==> config.mk <==
export PLATFORM = sky130hd
export DESIGN_NAME = full_sub_4b_flat
export DESIGN_NICKNAME = d
export VERILOG_FILES = /design/src/rtl/full_sub_4b_pkg.sv /design/src/rtl/full_sub_4b_if.sv /design/src/rtl/full_sub_4b_fullsub_cell.sv /design/src/rtl/full_sub_4b.sv /design/src/flat_wrapper.sv
export SDC_FILE = /design/constraint.sdc
export NUM_CORES = 1
export LEC_CHECK = 0
export ABC_AREA = 1
export CAP_MARGIN = 10
export CORE_AREA = 2 2 39 41
export DETAILED_ROUTE_END_ITERATION = 7
export DIE_AREA = 0 0 41 43
export GPL_ROUTABILITY_DRIVEN = 1
export PLACE_DENSITY_LB_ADDON = 0.12
export SLEW_MARGIN = 30
export SYNTH_ARGS = -nofsm -noshare
export SYNTH_HDL_FRONTEND = slang
export SYNTH_SLANG_ARGS = --single-unit
==> constraint.sdc <==
create_clock -name clk -period 2.6 [get_ports clk]
set_input_delay 0.26 -clock clk [delete_from_list [all_inputs] [get_ports clk]]
set_output_delay 0.26 -clock clk [all_outputs]
set_load 0.05 [all_outputs]
==> src/rtl/full_sub_4b_pkg.sv <==
// Shared constants and result type for the 4-bit ripple-borrow subtractor.
// No state, no latency; no flow control.
package full_sub_4b_pkg;

    localparam int WIDTH = 4;

    typedef struct packed {
        logic             borrow;
        logic [WIDTH-1:0] diff;
    } res_t;

    localparam res_t RES_RST = '{borrow: 1'b0, diff: '0};

endpackage

==> src/rtl/full_sub_4b_if.sv <==
// Operand/result bundle between the subtractor and its driver.
// No latency of its own; no handshake, values are sampled every cycle.
interface full_sub_4b_if;
    import full_sub_4b_pkg::*;

    logic [WIDTH-1:0] a;
    logic [WIDTH-1:0] b;
    logic             cin;
    logic [WIDTH-1:0] diff;
    logic             borrow;

    modport master (output a, output b, output cin, input diff, input borrow);
    modport slave  (input a, input b, input cin, output diff, output borrow);

endinterface

==> src/rtl/full_sub_4b_fullsub_cell.sv <==
// 1-bit full subtractor: d = x - y - bin, bout set when the bit underflows.
// Purely combinational, zero latency; no flow control.
module fullsub_cell (
    input  logic x,
    input  logic y,
    input  logic bin,
    output logic d,
    output logic bout
);

    assign d    = x ^ y ^ bin;
    assign bout = (~x & y) | (~(x ^ y) & bin);

endmodule

==> src/rtl/full_sub_4b.sv <==
// Registered ripple-borrow subtractor: {borrow, diff} = a - b - cin.
// Latency 1 cycle; no backpressure, the output register updates every cycle.
module full_sub_4b
    import full_sub_4b_pkg::*;
(
    input  logic           clk,
    input  logic           rst,
    full_sub_4b_if.slave   io
);

    logic [WIDTH:0]   bchain;
    logic [WIDTH-1:0] d_comb;
    res_t             res_q;

    assign bchain[0] = io.cin;

    // Borrow ripples LSB to MSB; the last cell's bout is the result's borrow.
    for (genvar i = 0; i < WIDTH; i++) begin : g_cell
        fullsub_cell u_cell (
            .x    (io.a[i]),
            .y    (io.b[i]),
            .bin  (bchain[i]),
            .d    (d_comb[i]),
            .bout (bchain[i+1])
        );
    end

    always_ff @(posedge clk) begin
        if (rst) begin
            res_q <= RES_RST;
        end else begin
            res_q <= '{borrow: bchain[WIDTH], diff: d_comb};
        end
    end

    assign io.diff   = res_q.diff;
    assign io.borrow = res_q.borrow;

endmodule

==> src/flat_wrapper.sv <==
// flat-port wrapper written by rule: the top's interface ports become plain ports
module full_sub_4b_flat import full_sub_4b_pkg::*;
  (clk, rst, io_a, io_b, io_cin, io_diff, io_borrow);
  full_sub_4b_if io_i ();
  input  logic clk;
  input  logic rst;
  input wire logic [$bits(io_i.a)-1:0] io_a;
  input wire logic [$bits(io_i.b)-1:0] io_b;
  input wire logic [$bits(io_i.cin)-1:0] io_cin;
  output wire logic [$bits(io_i.diff)-1:0] io_diff;
  output wire logic [$bits(io_i.borrow)-1:0] io_borrow;
  assign io_i.a = io_a;
  assign io_i.b = io_b;
  assign io_i.cin = io_cin;
  assign io_diff = io_i.diff;
  assign io_borrow = io_i.borrow;
  full_sub_4b u_core (.clk(clk), .rst(rst), .io(io_i));
endmodule
### After elaboration in Yosys (flattened, before gate mapping)

Index checks and enable logic that the tools add are counted.

* add/subtract/negate cells: 0
* multipliers: 0
* div/mod/pow operators: 0
* order comparisons: 0
* eq/ne operators: 0
* shift operators: 0
* muxes and demuxes: 0
* bitwise logic cells: 28
* reductions and logical operators: 0

Operators with widths (number)
* bitwise AND 1 bit: 8
* NOT 1 bit: 8
* XOR 1 bit: 8
* OR 1 bit: 4

* register bits: 5
* latch bits: 0
* bits in writable memories: 0
* ROM bits: 0
* logic and storage cells: 30
* memories kept: 0

### Logic depth before layout (Yosys ltp)

* word-level depth: 10
* gate-level depth with buffers: 9

### Cells and area by module

From an unflattened synthesis, not the netlist that was laid out.

* cell total of the unflattened synthesis: 31
* area, all modules: 262.8 sq um

By module, submodules not included
* full_sub_4b: times used 1, cells each 15, area an instance 137.6 sq um, sequential area each 100.1 sq um
* fullsub_cell: times used 4, cells each 4, area an instance 31.3 sq um, sequential area each 0.0 sq um

### Least setup slack after synthesis

Ideal clock, no wire load.

* path kind: input port to flip-flop
* from: input port io_cin
* to: register u_core.res_q, in the netlist u_core.io.diff[3]
* data arrival time: 1.785 ns
* data required time: 2.491 ns
* path slack: 0.705 ns
* stages on the path: 9
* path buffers: 0
* path through: inv_1 > fa_1 > inv_1 > fa_1 > fa_1 > inv_1 > fa_1 > inv_1 > nor2_1

* word-level cells in the longest chain between the ends: 7

Ends and longest elaborated chain
* start, declared: line flat_wrapper.sv:9 `input wire logic [$bits(io_i.cin)-1:0] io_cin;`
* bitwise AND 1 bit: line full_sub_4b_fullsub_cell.sv:12 `assign bout = (~x & y) | (~(x ^ y) & bin);`
* OR 1 bit: line full_sub_4b_fullsub_cell.sv:12
* bitwise AND 1 bit: line full_sub_4b_fullsub_cell.sv:12
* OR 1 bit: line full_sub_4b_fullsub_cell.sv:12
* bitwise AND 1 bit: line full_sub_4b_fullsub_cell.sv:12
* OR 1 bit: line full_sub_4b_fullsub_cell.sv:12
* XOR 1 bit: line full_sub_4b_fullsub_cell.sv:11 `assign d = x ^ y ^ bin;`
* net u_core.g_cell[3].u_cell.d: line full_sub_4b_fullsub_cell.sv:7 `output logic d,`
* end signal, assigned: line full_sub_4b.sv:32 `res_q <= '{borrow: bchain[WIDTH], diff: d_comb};`
* end, declared: line full_sub_4b.sv:13 `res_t res_q;`

The timed path passes the listed nets, and every way through them passes these cells.
A chain may end at the register's enable or synchronous reset.

### Final worst setup path

Ends and elaborated chain as after synthesis.

==> flow_summary.yaml <==
status:
  status: "completed"
drt:
  ant_nets: 0
  drt-initial-drc-count: 0
  vias: 189
  routedWlPerCell_um: 6.59
  wirelength_um: 382
  post_drt_via_cell_ratio: 3.26
  firstDrtPassIters: 1
  drc: 0
finish:
  fillers: 152
  layout.nets: 58
  syn_to_final_growth_pct: 84.4
  final_util_pct: 31.0
  num_antenna_cells: 0
  fin_cells: 58
  drive_gt1_share_pct: 7.14
worst_setup_path:
  cp-startpoint: "io_cin"
  cp.arrival_ns: 2.28
  worstSetupPathType: "input pin to flop"
  cp-start-kind: "input pin"
  cp-end-kind: "flop"
  worstPathRequired_ns: 2.73
  crit_fanout: 1
sta:
  worst_slew_pin_slew_ns: 0.490
  setup_viol: 0
  relSlewSlack_pct: 67.2
  hold_viol_final: 0
  grt_setup_unrepaired: "no"
  slew_viol_final: 0
  fin_ws_ns: 0.450
  max_freq_mhz: 465
  tns_ns: 0
  post-route-period-util_pct: 82.7
  min_period_ns: 2.15
floorplanning:
  num_rows: 14
  initial_utilization_pct: 16.8
  die_y_um: 43
  die_area_um2: 1760
  fp.dieW_um: 41
  core_um2: 1380
  num_io_pins: 16
cts:
  root_buffer: "clkbuf_4"
  clockBufferDepth: 2
  clock-sinks: 5
  cts_max_level: 1
  cts_buffers: 3
  cts_hold_buf: 0
  post_cts_resized: 0
  cts_setup_buffers: 0
  cts_tree: "yes"
  clkTransAtPathRegs_ns: 0.04
synthesis:
  synth_compound_area_share_pct: 0
  yosys_warnings: 0
  ys_types: 4
  async_reset_ff_share_pct: 0
  muxShareOfSynthArea_pct: 0
  avgSynthCellArea_um2: 10.1
  synth_top_area_share_pct: 43.0
  synth_nets: 38
  yosysMostFrequentCell: "inv_1"
  synth_seq_area_share_pct: 43.0
  synth_top_family_by_area: "adder cells"
  synthFlopType: "dfxtp_1"
  synthAdderAreaFrac_pct: 34.4
  synth_simple_gate_area_share_pct: 8.06
  synth_top_cells_by_count: "inv_1, dfxtp_1, nor2_1"
  netlist_area_um2: 233
  synth_edf_count: 0
  ys_top_cells_by_area: "dfxtp_1, fa_1, inv_1"
  synth_seq_cells: 5
  synth_largest_area_cell: "dfxtp_1"
  netlist_instances: 23
  synth-xor-area-share_pct: 0
place:
  place_inst: 54
  io_buffers: 15
  dp_hpwl_um: 324
  dp_slack_ns: 0.190
  gp_congestion: 0.589
global_route:
  grt.overflow.total: 0
  antenna_found_initial: 0
  first_global_vias: 179
  grt_max_degree: 6
  track_usage_pct: 5.66
  grt_pass1_wl_um: 579
min_path:
  hold_path_class: "input pin to flop"
  hold_depth: 2
  min_from: "rst"
pwr:
  p_per_area_nw_per_um2: 607
  irDropWorstVdd_mv: 0.113
  finalPower_uw: 261
  p_leak_nw: 0.201
run:
  drv_cap: 0
[worst max-delay path, cell delays in order]
cell and delay [ns]:
clkdlybuf4s50_1 0.40, inv_1 0.08, fa_1 0.17, inv_1 0.05
fa_1 0.37, fa_1 0.37, inv_1 0.07, fa_1 0.41
inv_1 0.06, nor2_1 0.03
[report_power, final]
| group | switching (mW) | total [mW] | internal [mW] | leakage [nW] |
|---|---|---|---|---|
| sequential | 0.00184 | 0.0875 | 0.0857 | 0.0417 |
| clock | 0.0315 | 0.0895 | 0.0580 | 0.0150 |
| combinational | 0.0477 | 0.0836 | 0.0359 | 0.144 |
| total | 0.0810 | 0.261 | 0.180 | 0.201 |
[layout by cell type (no fill, tap or decap)]
| cell type | count |
|---|---|
| fa_1 | 4 |
| clkbuf_1 | 1 |
| clkbuf_4 | 3 |
| dfxtp_1 | 5 |
| nor2_1 | 5 |
| inv_1 | 9 |
| clkdlybuf4s50_1 | 15 |
[flip-flops by register name, summed over array words and instances (netlist names)]
register          flops
u_core.io.borrow      1
u_core.io.diff        4
[metrics by stage]
step           instance area, um2  hold WS, ns
3_5_place_dp                  403        0.884
4_1_cts                       429        0.633
3_3_place_gp                  403        0.893
6_report                      429        0.635
5_1_grt                       429        0.679
2_1_floorplan                 233        0.327
[cell families (layout without fill, tap and decap cells)]
group	after synthesis	count (layout)
adder cells (fa/ha/maj)	4	4
AND/OR/NAND/NOR	5	5
buffers and inverters	9	28
flip-flops	5	5
[routing by layer]
metal	track usage (%)	vias up	routed length [um]	share of wire, %
li1	-	97	-	-
met1	4.26	79	127	33
met2	7.81	11	198	52
met3	0	2	40	10
met4	12.0	0	14	3.7
met5	0	-	0	0
[path summary, 6_finish.rpt]
path | endpoint | slack, ns
worst max-delay path | u_core.io.diff[3] | 0.45
worst min-delay path | u_core.io.diff[1] | 0.63
[area by class of cell]
type / count / area (um2) / share of cell area (%)
tap: 16 / 20.0 / 4.66
multi-input combinational: 9 / 98.8 / 23.0
clock buffer: 4 / 26.3 / 6.12
sequential: 5 / 100 / 23.3
inverter: 9 / 33.8 / 7.87
timing repair buffer: 15 / 150 / 35.0
No activity file was read; power rests on OpenSTA's default activity.
